==> config.mk <==
export PLATFORM = sky130hd
export DESIGN_NAME = alu_req_arbiter_flat
export DESIGN_NICKNAME = d
export VERILOG_FILES = /design/src/rtl/alu_req_arbiter_pkg.sv /design/src/rtl/alu_req_arbiter_if.sv /design/src/rtl/alu_req_arbiter_rr_arbiter2.sv /design/src/rtl/alu_req_arbiter.sv /design/src/flat_wrapper.sv
export SDC_FILE = /design/constraint.sdc
export NUM_CORES = 1
export LEC_CHECK = 0
export CORE_ASPECT_RATIO = 1.1
export CORE_MARGIN = 5
export CORE_UTILIZATION = 45
export CTS_CLUSTER_SIZE = 12
export DETAILED_ROUTE_END_ITERATION = 8
export GPL_ROUTABILITY_DRIVEN = 0
export HOLD_SLACK_MARGIN = 0.1
export PLACE_DENSITY = 0.9
export SLEW_MARGIN = 40
export SYNTH_ARGS = -nofsm -noshare
export SYNTH_HDL_FRONTEND = slang
export SYNTH_SLANG_ARGS = --single-unit
==> constraint.sdc <==
create_clock -name clk -period 2.9 [get_ports clk]
set_input_delay 0.435 -clock clk [delete_from_list [all_inputs] [get_ports clk]]
set_output_delay 0.435 -clock clk [all_outputs]
set_load 0.01 [all_outputs]
==> src/rtl/alu_req_arbiter_pkg.sv <==
// Shared definitions for the ALU request arbiter: mode codes, legality check
// and the arbiter state encoding.
package alu_pkg;

    localparam logic [3:0] MODE_ADD = 4'b0000;
    localparam logic [3:0] MODE_SUB = 4'b0001;
    localparam logic [3:0] MODE_AND = 4'b0011;
    localparam logic [3:0] MODE_OR  = 4'b0100;

    typedef enum logic [1:0] {
        IDLE  = 2'd0,
        ISSUE = 2'd1,
        RESP  = 2'd2
    } arb_state_t;

    // Only the four codes the ALU implements are accepted.
    function automatic logic is_legal_mode(input logic [3:0] mode);
        logic legal;
        case (mode)
            MODE_ADD, MODE_SUB, MODE_AND, MODE_OR: legal = 1'b1;
            default:                               legal = 1'b0;
        endcase
        return legal;
    endfunction

endpackage

==> src/rtl/alu_req_arbiter_if.sv <==
// Bundle of requester-side and ALU-side signals around the arbiter.
// slave = arbiter view, master = environment (requesters + ALU) view.
interface alu_req_arbiter_if;

    logic [1:0]      req;
    logic [1:0][3:0] op_a;
    logic [1:0][3:0] op_b;
    logic [1:0][3:0] op_mode;
    logic [1:0]      gnt;
    logic [1:0]      ack;
    logic            busy;
    logic [7:0]      rsp_result;
    logic            rsp_neg;
    logic            rsp_cero;
    logic            rsp_carry;
    logic            rsp_err;
    logic [3:0]      alu_in1;
    logic [3:0]      alu_in2;
    logic [3:0]      alu_mode;
    logic [7:0]      alu_num;
    logic            alu_neg;
    logic            alu_cero;
    logic            alu_carry;

    modport slave (
        input  req, op_a, op_b, op_mode, alu_num, alu_neg, alu_cero, alu_carry,
        output gnt, ack, busy, rsp_result, rsp_neg, rsp_cero, rsp_carry, rsp_err,
               alu_in1, alu_in2, alu_mode
    );

    modport master (
        output req, op_a, op_b, op_mode, alu_num, alu_neg, alu_cero, alu_carry,
        input  gnt, ack, busy, rsp_result, rsp_neg, rsp_cero, rsp_carry, rsp_err,
               alu_in1, alu_in2, alu_mode
    );

endinterface

==> src/rtl/alu_req_arbiter_rr_arbiter2.sv <==
// Two-input round-robin grant. On a tie the requester that did not win last
// time is chosen; the pointer only moves when enabled and a grant is made.
module rr_arbiter2 (
    input  logic       clk,
    input  logic       rst,
    input  logic       i_en,
    input  logic [1:0] i_req,
    output logic       o_valid,
    output logic       o_idx
);

    logic r_last;

    // Pick a winner from the current requests and the last pointer.
    always_comb begin
        o_valid = |i_req;
        if (i_req == 2'b11) begin
            o_idx = ~r_last;
        end else begin
            o_idx = i_req[1];
        end
    end

    // Remember who won; reset leaves last=1 so requester 0 wins first.
    always_ff @(posedge clk or posedge rst) begin
        if (rst) begin
            r_last <= 1'b1;
        end else if (i_en && o_valid) begin
            r_last <= o_idx;
        end
    end

endmodule

==> src/rtl/alu_req_arbiter.sv <==
// Shares one combinational ALU between two requesters. A granted request is
// registered, driven to the ALU for SETTLE_CYCLES cycles, captured, and
// returned with a one-cycle ack. Illegal modes are answered without using
// the ALU.
module alu_req_arbiter
    import alu_pkg::*;
#(
    parameter int unsigned SETTLE_CYCLES = 1
) (
    input  logic              clk,
    input  logic              rst,
    alu_req_arbiter_if.slave  bus
);

    localparam logic [3:0] LAST_CNT = 4'(SETTLE_CYCLES - 1);

    arb_state_t r_state;
    logic [3:0] r_cnt;
    logic [1:0] r_gnt;
    logic [1:0] r_ack;
    logic       r_busy;
    logic [7:0] r_result;
    logic       r_neg;
    logic       r_cero;
    logic       r_carry;
    logic       r_err;
    logic [3:0] r_in1;
    logic [3:0] r_in2;
    logic [3:0] r_mode;

    logic       w_valid;
    logic       w_idx;
    logic [1:0] w_onehot;
    logic       w_legal;

    rr_arbiter2 u_rr (
        .clk     (clk),
        .rst     (rst),
        .i_en    (r_state == IDLE),
        .i_req   (bus.req),
        .o_valid (w_valid),
        .o_idx   (w_idx)
    );

    assign w_onehot = w_idx ? 2'b10 : 2'b01;
    assign w_legal  = is_legal_mode(bus.op_mode[w_idx]);

    // Arbiter FSM; every output is a register updated here.
    always_ff @(posedge clk or posedge rst) begin
        if (rst) begin
            r_state  <= IDLE;
            r_cnt    <= 4'd0;
            r_gnt    <= 2'b00;
            r_ack    <= 2'b00;
            r_busy   <= 1'b0;
            r_result <= 8'h00;
            r_neg    <= 1'b0;
            r_cero   <= 1'b0;
            r_carry  <= 1'b0;
            r_err    <= 1'b0;
            r_in1    <= 4'd0;
            r_in2    <= 4'd0;
            r_mode   <= 4'd0;
        end else begin
            case (r_state)
                IDLE: begin
                    if (w_valid) begin
                        r_gnt  <= w_onehot;
                        r_busy <= 1'b1;
                        if (w_legal) begin
                            // These registers are the operand copies the ALU sees.
                            r_state <= ISSUE;
                            r_cnt   <= 4'd0;
                            r_in1   <= bus.op_a[w_idx];
                            r_in2   <= bus.op_b[w_idx];
                            r_mode  <= bus.op_mode[w_idx];
                        end else begin
                            r_state  <= RESP;
                            r_ack    <= w_onehot;
                            r_result <= 8'h00;
                            r_neg    <= 1'b0;
                            r_cero   <= 1'b0;
                            r_carry  <= 1'b0;
                            r_err    <= 1'b1;
                        end
                    end
                end
                ISSUE: begin
                    if (r_cnt == LAST_CNT) begin
                        r_state  <= RESP;
                        r_cnt    <= 4'd0;
                        r_ack    <= r_gnt;
                        r_result <= bus.alu_num;
                        r_neg    <= bus.alu_neg;
                        r_cero   <= bus.alu_cero;
                        r_carry  <= bus.alu_carry;
                        r_err    <= 1'b0;
                        r_in1    <= 4'd0;
                        r_in2    <= 4'd0;
                        r_mode   <= 4'd0;
                    end else begin
                        r_cnt <= r_cnt + 4'd1;
                    end
                end
                RESP: begin
                    r_state <= IDLE;
                    r_ack   <= 2'b00;
                    r_gnt   <= 2'b00;
                    r_busy  <= 1'b0;
                end
                default: begin
                    r_state <= IDLE;
                end
            endcase
        end
    end

    assign bus.gnt        = r_gnt;
    assign bus.ack        = r_ack;
    assign bus.busy       = r_busy;
    assign bus.rsp_result = r_result;
    assign bus.rsp_neg    = r_neg;
    assign bus.rsp_cero   = r_cero;
    assign bus.rsp_carry  = r_carry;
    assign bus.rsp_err    = r_err;
    assign bus.alu_in1    = r_in1;
    assign bus.alu_in2    = r_in2;
    assign bus.alu_mode   = r_mode;

endmodule
==> src/flat_wrapper.sv <==
// flat-port wrapper written by rule: the top's interface ports become plain ports
module alu_req_arbiter_flat import alu_pkg::*;
#(
    parameter int unsigned SETTLE_CYCLES = 1
)
  (clk, rst, bus_req, bus_op_a, bus_op_b, bus_op_mode, bus_alu_num, bus_alu_neg, bus_alu_cero, bus_alu_carry, bus_gnt, bus_ack, bus_busy, bus_rsp_result, bus_rsp_neg, bus_rsp_cero, bus_rsp_carry, bus_rsp_err, bus_alu_in1, bus_alu_in2, bus_alu_mode);
  alu_req_arbiter_if bus_i ();
  input  logic clk;
  input  logic rst;
  input wire logic [$bits(bus_i.req)-1:0] bus_req;
  input wire logic [$bits(bus_i.op_a)-1:0] bus_op_a;
  input wire logic [$bits(bus_i.op_b)-1:0] bus_op_b;
  input wire logic [$bits(bus_i.op_mode)-1:0] bus_op_mode;
  input wire logic [$bits(bus_i.alu_num)-1:0] bus_alu_num;
  input wire logic [$bits(bus_i.alu_neg)-1:0] bus_alu_neg;
  input wire logic [$bits(bus_i.alu_cero)-1:0] bus_alu_cero;
  input wire logic [$bits(bus_i.alu_carry)-1:0] bus_alu_carry;
  output wire logic [$bits(bus_i.gnt)-1:0] bus_gnt;
  output wire logic [$bits(bus_i.ack)-1:0] bus_ack;
  output wire logic [$bits(bus_i.busy)-1:0] bus_busy;
  output wire logic [$bits(bus_i.rsp_result)-1:0] bus_rsp_result;
  output wire logic [$bits(bus_i.rsp_neg)-1:0] bus_rsp_neg;
  output wire logic [$bits(bus_i.rsp_cero)-1:0] bus_rsp_cero;
  output wire logic [$bits(bus_i.rsp_carry)-1:0] bus_rsp_carry;
  output wire logic [$bits(bus_i.rsp_err)-1:0] bus_rsp_err;
  output wire logic [$bits(bus_i.alu_in1)-1:0] bus_alu_in1;
  output wire logic [$bits(bus_i.alu_in2)-1:0] bus_alu_in2;
  output wire logic [$bits(bus_i.alu_mode)-1:0] bus_alu_mode;
  assign bus_i.req = bus_req;
  assign bus_i.op_a = bus_op_a;
  assign bus_i.op_b = bus_op_b;
  assign bus_i.op_mode = bus_op_mode;
  assign bus_i.alu_num = bus_alu_num;
  assign bus_i.alu_neg = bus_alu_neg;
  assign bus_i.alu_cero = bus_alu_cero;
  assign bus_i.alu_carry = bus_alu_carry;
  assign bus_gnt = bus_i.gnt;
  assign bus_ack = bus_i.ack;
  assign bus_busy = bus_i.busy;
  assign bus_rsp_result = bus_i.rsp_result;
  assign bus_rsp_neg = bus_i.rsp_neg;
  assign bus_rsp_cero = bus_i.rsp_cero;
  assign bus_rsp_carry = bus_i.rsp_carry;
  assign bus_rsp_err = bus_i.rsp_err;
  assign bus_alu_in1 = bus_i.alu_in1;
  assign bus_alu_in2 = bus_i.alu_in2;
  assign bus_alu_mode = bus_i.alu_mode;
  alu_req_arbiter #(.SETTLE_CYCLES(SETTLE_CYCLES)) u_core (.clk(clk), .rst(rst), .bus(bus_i));
endmodule
# After elaboration in Yosys (flattened, before gate mapping)
# Index checks and enable logic that the tools add are counted.
# totals
regBits	36
inputBits	39
elab_cells	93
# op_classes
n_eq_ne	10
n_mux	51
n_bitwise	1
n_addsub	1
order_cmp	1
reduce_logical	15
# op_table
op	count
4-bit two-way mux	16
4-bit case mux with 2 select lines	4
8-bit two-way mux	3
2-bit two-way mux	8
8-bit case mux with 2 select lines	1
4-bit AND reduction	3
1-bit two-way mux	11
1-bit case mux with 2 select lines	5
4-bit zero test	2
2-bit case mux with 2 select lines	2
2-bit by 1-bit inequality test with 1-bit output, second input constant	3
2-bit case mux with 3 select lines	1
4-bit by 1-bit adder with 4-bit output, second input constant	1
2-bit == test, second input constant	2
4-bit by 1-bit == test with 1-bit output, second input constant	1
4-bit by 2-bit == test with 1-bit output, second input constant	1
4-bit by 3-bit == test with 1-bit output, second input constant	1
2-bit AND reduction	2
2-bit nonzero test	2
4-bit OR reduction	1
3-bit AND reduction	1
3-bit nonzero test	1
2-bit by 1-bit == test with 1-bit output, second input constant	1
2-bit zero test	1
5 further kinds	5

# Longest topological paths before layout
# Gate-level depths: netlist of run 1.
# logic_depth
ltp_word	10
mapped_depth	9
mapped_depth_nobuf	7

# Hierarchy
# A second synthesis of run 1 with hierarchy kept.
# hier_totals
cells_unflattened	159
area_unflattened_um2	1825.5
# modules_own_cells
module	n_inst	cells_each	area_each_um2
alu_req_arbiter	1	153	1770.4
rr_arbiter2	1	6	55.1

# Worst setup path before layout of run 1
# OpenSTA, ideal clock, no wires.
# synth_path
path_type	flip-flop to flip-flop
startpoint	register u_core.r_state[0]
endpoint	register u_core.r_in1[0], in the netlist u_core.bus.alu_in1[0]
synth_period_minus_slack_ps	2073
arrival_ps	1948
required_time_ps	2775
n_path_buf	2
path_stages_with_launch	10
setup_slack_ps	827
setup_time_ps	125
cell_sequence	dfrtp_1 -> inv_1 -> ha_1 -> buf_2 -> nor3b_1 -> nor2_1 -> nand2_1 -> a21o_1 -> buf_6 -> mux2_4
# synth_between
elab_chain_len	3
# synth_rtl
element	line_no	text
start: declaration	alu_req_arbiter.sv:17	arb_state_t r_state;
start signal: assignment	alu_req_arbiter.sv:51	r_state <= IDLE;
start signal: assignment	alu_req_arbiter.sv:72	r_state <= ISSUE;
start signal: assignment	alu_req_arbiter.sv:78	r_state <= RESP;
2-bit by 1-bit == test with 1-bit output or 2-bit zero test (tied branches)	alu_req_arbiter.sv:65	case (r_state)
2-bit by 1-bit inequality test with 1-bit output (no line) or 2-bit nonzero test (tied branches)	n/a	
4-bit AND reduction (no line)	n/a	
end signal: assignment	alu_req_arbiter.sv:74	r_in1 <= bus.op_a[w_idx];
end: declaration	alu_req_arbiter.sv:27	logic [3:0] r_in1;
# Parallel ways exist; a longest one is shown, timed or not.
# A chain may end at the register's enable or synchronous reset.

# Worst setup path in the final report of run 1
# layout_path
startpoint	register u_core.r_state[1]
endpoint	register u_core.r_in1[3], in the netlist u_core.bus.alu_in1[3]
# Same word-level chain as after synthesis.

==> results of run 1 <==
==> per-layer routing <==
layer  vias up  global-route usage  share of wire
li1        825                   -              -
met5         -                   0              0
met1       775               0.205           0.42
met3         9              0.0538          0.097
met4         0              0.0827          0.022
met2        70               0.291           0.46
==> worst max-delay path by stage <==
stage | start | to | depth (start not counted)
6_report | u_core.r_state[1]$_DFFE_PP0P_ | u_core.bus.alu_in1[3]$_DFFE_PP0P_ | 7
5_1_grt | u_core.r_state[1]$_DFFE_PP0P_ | u_core.bus.alu_in1[3]$_DFFE_PP0P_ | 6
4_1_cts | u_core.r_state[1]$_DFFE_PP0P_ | u_core.bus.alu_in1[3]$_DFFE_PP0P_ | 6
3_5_place_dp | bus_req[1] | u_core.bus.alu_in1[2]$_DFFE_PP0P_ | 6
3_3_place_gp | bus_req[1] | u_core.bus.alu_in2[0]$_DFFE_PP0P_ | 6
2_1_floorplan | u_core.r_state[0]$_DFFE_PP0P_ | u_core.bus.alu_in1[0]$_DFFE_PP0P_ | 9
==> flip-flops by register name, summed over array words and instances (netlist names) <==
register,flops
u_core.r_state,2
u_core.bus.alu_in1,4
u_core.u_rr.r_last,1
u_core.bus.ack,2
u_core.bus.rsp_neg,1
u_core.r_cnt,4
u_core.bus.rsp_err,1
u_core.bus.gnt,2
u_core.bus.rsp_carry,1
u_core.bus.alu_in2,4
u_core.bus.rsp_cero,1
u_core.bus.rsp_result,8
u_core.bus.alu_mode,4
u_core.bus.busy,1
==> through the flow <==
| step | std cells | power [uW] | worst slack, ps |
|---|---|---|---|
| global placement | 315 | 1920 | 312 |
| global route | 323 | 2550 | 340 |
| CTS | 323 | 2400 | 522 |
| finish | 323 | 2380 | 513 |
| detailed placement | 315 | 1960 | 224 |
| floorplan | 198 | 1460 | 827 |
==> cell usage in the layout, fill, tap and decap left out <==
cell type / Yosys / final
clkinv_2: 0 / 1
mux2_2: 2 / 2
or4b_1: 1 / 1
o21ai_0: 32 / 32
inv_1: 8 / 8
nor3b_1: 1 / 1
ha_1: 6 / 6
a21oi_1: 10 / 10
mux2i_1: 4 / 4
o31ai_2: 1 / 1
a22oi_1: 1 / 1
buf_4: 1 / 7
nor2_2: 1 / 1
clkbuf_1: 7 / 1
or2_2: 1 / 1
nand3_1: 5 / 5
or4_1: 1 / 1
o2bb2ai_1: 4 / 4
dfrtp_1: 35 / 35
a21o_1: 2 / 2
a21boi_2: 1 / 1
nand2_1: 40 / 40
bufinv_16: 0 / 1
nor2b_1: 4 / 4
mux2_4: 6 / 6
o21a_1: 1 / 1
nor3_1: 1 / 1
mux2_1: 2 / 2
clkbuf_8: 0 / 5
a2111oi_4: 2 / 2
a21bo_1: 1 / 1
o31a_1: 1 / 1
and2_1: 1 / 1
o31ai_1: 3 / 3
nor2_1: 7 / 7
o311ai_0: 1 / 1
clkdlybuf4s50_1: 0 / 67
dfstp_2: 1 / 1
==> power by group through the flow <==
stage	logic (uW)	clock network [uW]	registers, uW
floorplan	611	0	847
global placement	1130	0	789
detailed placement	1160	0	791
CTS	1170	443	787
global route	1270	461	815
finish	1160	430	786
==> kinds of logic after synthesis <==
kind of cell,Yosys count
buffers and inverters,19
flip-flops,36
multiplexers,14
adder cells (fa/ha/maj),6
AND/OR/NAND/NOR,63
AO/OA/AOI/OAI,60
==> layout make-up <==
type	instances	area, sq um	share of cell area
clock inverters	2	35.0	0.0127
clock buffers	6	72.6	0.0263
flip-flops and latches	36	902	0.327
repair buffers	74	723	0.262
well taps	54	67.6	0.0245
multi-input cells	143	930	0.337
inverters	8	30.0	0.0109
==> impl_metrics.tcl, run 1 <==
set metrics [dict create \
    status "completed" \
    port_buffers 67 \
    synth_nets 243 \
    cp-end-kind "register" \
    numCtsBuffers 5 \
    synthAdderAreaFrac 0.0392 \
    final_util 0.654 \
    synth_xor_area_frac 0 \
    yosys.cell_types.count 37 \
    synthArstFlopShare 1.00 \
    slew_viol_final 0 \
    dpl.hpwl_um 3540 \
    drc 0 \
    fin_worst_skew_ps 4.75 \
    timing.rr.start "u_core.r_state[1]$_DFFE_PP0P_" \
    synth_common_cells "40 x nand2_1, 35 x dfrtp_1, 32 x o21ai_0, 10 x a21oi_1, 8 x inv_1" \
    antenna_left 0 \
    p_sw_frac 0.350 \
    postCtsSetupBuffers 0 \
    critPathLaunchType "register" \
    yosysTopAreaCell "dfrtp_1" \
    synth_ff_type "dfrtp_1" \
    reg2reg_slack_ps 510 \
    crit_arrival_ps 2560 \
    clk_pin_slew_ps 70 \
    grt_util_all_layers 0.176 \
    cts-root-buf "clkbuf_8" \
    reg2reg_depth 7 \
    synth_top_area_share 0.457 \
    cts_buffer_depth 2 \
    max_freq_mhz 419 \
    syn_avg_cell_area_sq_um 9.68 \
    boundaryPins 68 \
    critPathKind "reg -> reg" \
    crit_slowest_cell "a21o_1" \
    postCtsResizedCells 0 \
    place_area_sq_um 2650 \
    peakVddDrop_v 0.000350 \
    h-tree-depth 2 \
    antenna_cells 0 \
    p_leak_uw 0.00121 \
    areaGrowthSynthToFinish_pct 44.0 \
    synth_top_family_by_area "compound AO/OA/AOI/OAI gates" \
    final_area_sq_um 2760 \
    synth.area.mux_share 0.0914 \
    synth-simple-area-share 0.144 \
    cap_violations 0 \
    grt_pass1_vias 1757 \
    rsz0062_at_grt "no" \
    ys_ff_latch 36 \
    path_buf_inv 1 \
    routed_wl_um 4700 \
    power.density_nw_per_um2 861 \
    num_vias 1679 \
    drtIter0Drc 94 \
    r2r_end "u_core.bus.alu_in1[3]$_DFFE_PP0P_" \
    core.rowCount 25 \
    overflow 0 \
    firstDrtPassIters 4 \
    hp-class "reg -> reg" \
    worstMarginPinSlew_ps 580 \
    hp-start "u_core.bus.alu_mode[3]$_DFFE_PP0P_" \
    fp.dieW_um 72.2 \
    critPathRequiredTime_ps 3080 \
    nFillCells 334 \
    grt_pass1_wl_um 7820 \
    syn-cell-area_sq_um 1920 \
    synth_most_common_cell "nand2_1" \
    hold_ws_ps 491 \
    synth_edf_count 0 \
    die_area_sq_um 5670 \
    max_slew_margin 0.613 \
    cts_tree "yes" \
    yosysWarnings 0 \
    synth-compound-area-share 0.211 \
    clkPwrFrac 0.181 \
    wl_per_cell_um 14.5 \
    netlist_instances 198 \
    viasPerCell 5.20 \
    power.internal_uw 1540 \
    fin_nets 313 \
    start_util 0.454 \
    drive_gt1_frac 0.108 \
    finalCriticalPeriod_ps 2390 \
    grt_max_degree 37 \
    cp_cell_sequence "inv_1 -> ha_1 -> nor3b_1 -> nor2_1 -> nand2_1 -> a21o_1 -> mux2_2" \
    yosysSeqAreaShare 0.471 \
    worstPathMaxFanout 12 \
    coreArea_sq_um 4220 \
    finalHoldViolations 0 \
    fin_crit_sh 0.823 \
    clk_latency_ps 290 \
    switchingPower_uw 833 \
    hold_end "u_core.bus.alu_mode[3]$_DFFE_PP0P_" \
    ys_top_cells_by_area "dfrtp_1 46%, o21ai_0 8.4%, nand2_1 7.8%" \
    cts_sinks 36 \
    critical_path.top_delay_family "simple AND/OR/NAND/NOR gates" \
    die_y_um 78.5 \
    seq_power_share 0.331 \
    setup_tns_ps 0 \
    crit_path_max_incr_delay_ps 460 \
    pwr-share-comb 0.488 \
    holdPathStages 1 \
    hold_buffers 0 \
    antenna_found_initial 0 \
    setup_viol 0 \
]
Note: power is estimated with default switching activity, not from simulation.
==> run 2: changes to the inputs <==
==> constraint.sdc (replaced) <==
create_clock -name clk -period 2.2 [get_ports clk]
set_input_delay 0.33 -clock clk [delete_from_list [all_inputs] [get_ports clk]]
set_output_delay 0.33 -clock clk [all_outputs]
set_load 0.01 [all_outputs]
==> run 2 against run 1 <==
Compared with the run above: combinational power is 41% higher; sequential share of layout area is 0.95 points lower; highest routed layer unchanged; largest cell class unchanged; critical path type is now in -> reg; cell area rose by 3.0%.
==> impl_metrics.tcl, run 2 (synthesized netlist as in run 1, its figures left out) <==
set metrics [dict create \
    critPathLaunchType "primary input" \
    routed_wl_um 4960 \
    cts-root-buf "clkbuf_8" \
    num_vias 1764 \
    cts_tree "yes" \
    pre_cts_ws_ps -199 \
    critPathKind "in -> reg" \
    die_y_um 78.5 \
    fin_nets 326 \
    finalCriticalPeriod_ps 2100 \
    cts_sinks 36 \
    instances_no_fill 336 \
    status "completed" \
    numCtsBuffers 5 \
    antenna_left 0 \
    hold_buffers 0 \
    overflow 0 \
    dpl.hpwl_um 3820 \
    fp.dieW_um 72.2 \
    drc 0 \
    coreArea_sq_um 4220 \
    antenna_found_initial 0 \
    clk_pin_slew_ps 70 \
    start_util 0.454 \
    grt_util_all_layers 0.182 \
    port_buffers 67 \
    worstMarginPinSlew_ps 464 \
    max_slew_margin 0.691 \
    antenna_cells 0 \
    areaGrowthSynthToFinish_pct 48.3 \
    wl_per_cell_um 14.8 \
    dp_cells 328 \
    power_uw 3120 \
    critPathRequiredTime_ps 2370 \
    largest_register_ffs 8 \
    layout_commonest_cell "clkdlybuf4s50_1" \
    cp-end-kind "register" \
    grt_pass1_wl_um 8220 \
    grt_max_degree 37 \
    power.density_nw_per_um2 1100 \
    cts_buffer_depth 2 \
    clk_latency_ps 280 \
    worstPathMaxFanout 10 \
    postCtsResizedCells 0 \
    cap_violations 0 \
    crit_arrival_ps 2270 \
    p_leak_uw 0.00126 \
    die_area_sq_um 5670 \
    firstDrtPassIters 6 \
    boundaryPins 68 \
    setup_viol 0 \
    fin_worst_skew_ps 4.61 \
    postCtsSetupBuffers 0 \
    final_cell_mix "67 x clkdlybuf4s50_1, 40 x nand2_1, 35 x dfrtp_1" \
    h-tree-depth 2 \
    slew_viol_final 0 \
    drive_gt1_frac 0.156 \
    hp-class "in -> async" \
    finalHoldViolations 0 \
    peakVddDrop_v 0.000621 \
    fin_crit_sh 0.955 \
    core.rowCount 25 \
    drtIter0Drc 108 \
    rsz0062_at_grt "no" \
    max_freq_mhz 476 \
    worst_slack_ps 98.2 \
    hold_ws_ps 439 \
    viasPerCell 5.25 \
    grt_pass1_vias 1870 \
]
run 2: stage by stage:
stage	setup TNS, ps	util	instance area [sq um]
after floorplan	0	-	1920
after global placement	-1150	0.651	2750
after detailed placement	-2630	0.651	2750
after CTS	0	0.672	2840
after global routing	0	0.673	2840
final	0	0.673	2840
run 2: critical path, cell delays in order:
cell             delay [ps]
clkdlybuf4s50_1         500
a21bo_1                 250
a2111oi_4               400
nor2_2                   80
a21o_1                  350
mux2_4                  360
run 2: layout make-up:
type                       count  area (sq um)
fill                         332          1380
timing repair buffer          87           821
sequential                    36           902
clock buffer                   5          68.8
multi-input combinational    143           935
clock inverter                 3          18.8
tap                           54          67.6
inverter                       8          30.0
run 2: report_power, final:
part	switching, uW	internal [uW]	total, uW
clock network	226	220	446
registers	150	893	1040
logic	748	881	1630
total	1120	1990	3120
run 2: path summary, 6_finish.rpt:
path	from	to	slack, ps	cells past startpoint
worst max-delay path	bus_req[1]	u_core.bus.alu_in1[2]$_DFFE_PP0P_	100	6
worst min-delay path	rst	u_core.bus.alu_mode[3]$_DFFE_PP0P_	440	3
worst max register to register	u_core.r_state[0]$_DFFE_PP0P_	u_core.bus.alu_in1[3]$_DFFE_PP0P_	140	7
worst min register to register	u_core.bus.alu_mode[3]$_DFFE_PP0P_	u_core.bus.alu_mode[3]$_DFFE_PP0P_	490	1
max in group asynchronous	rst	u_core.u_rr.r_last$_DFFE_PP1P_	1410	3
min in group clk	u_core.bus.alu_mode[3]$_DFFE_PP0P_	u_core.bus.alu_mode[3]$_DFFE_PP0P_	490	1
run 2: per-layer routing:
metal | vias to the layer above | part of all wire | global-route usage
met3 | 9 | 0.10 | 0.0679
met2 | 77 | 0.48 | 0.321
met4 | 0 | 0.012 | 0.0545
li1 | 849 | - | -
met5 | - | 0 | 0
met1 | 829 | 0.41 | 0.202
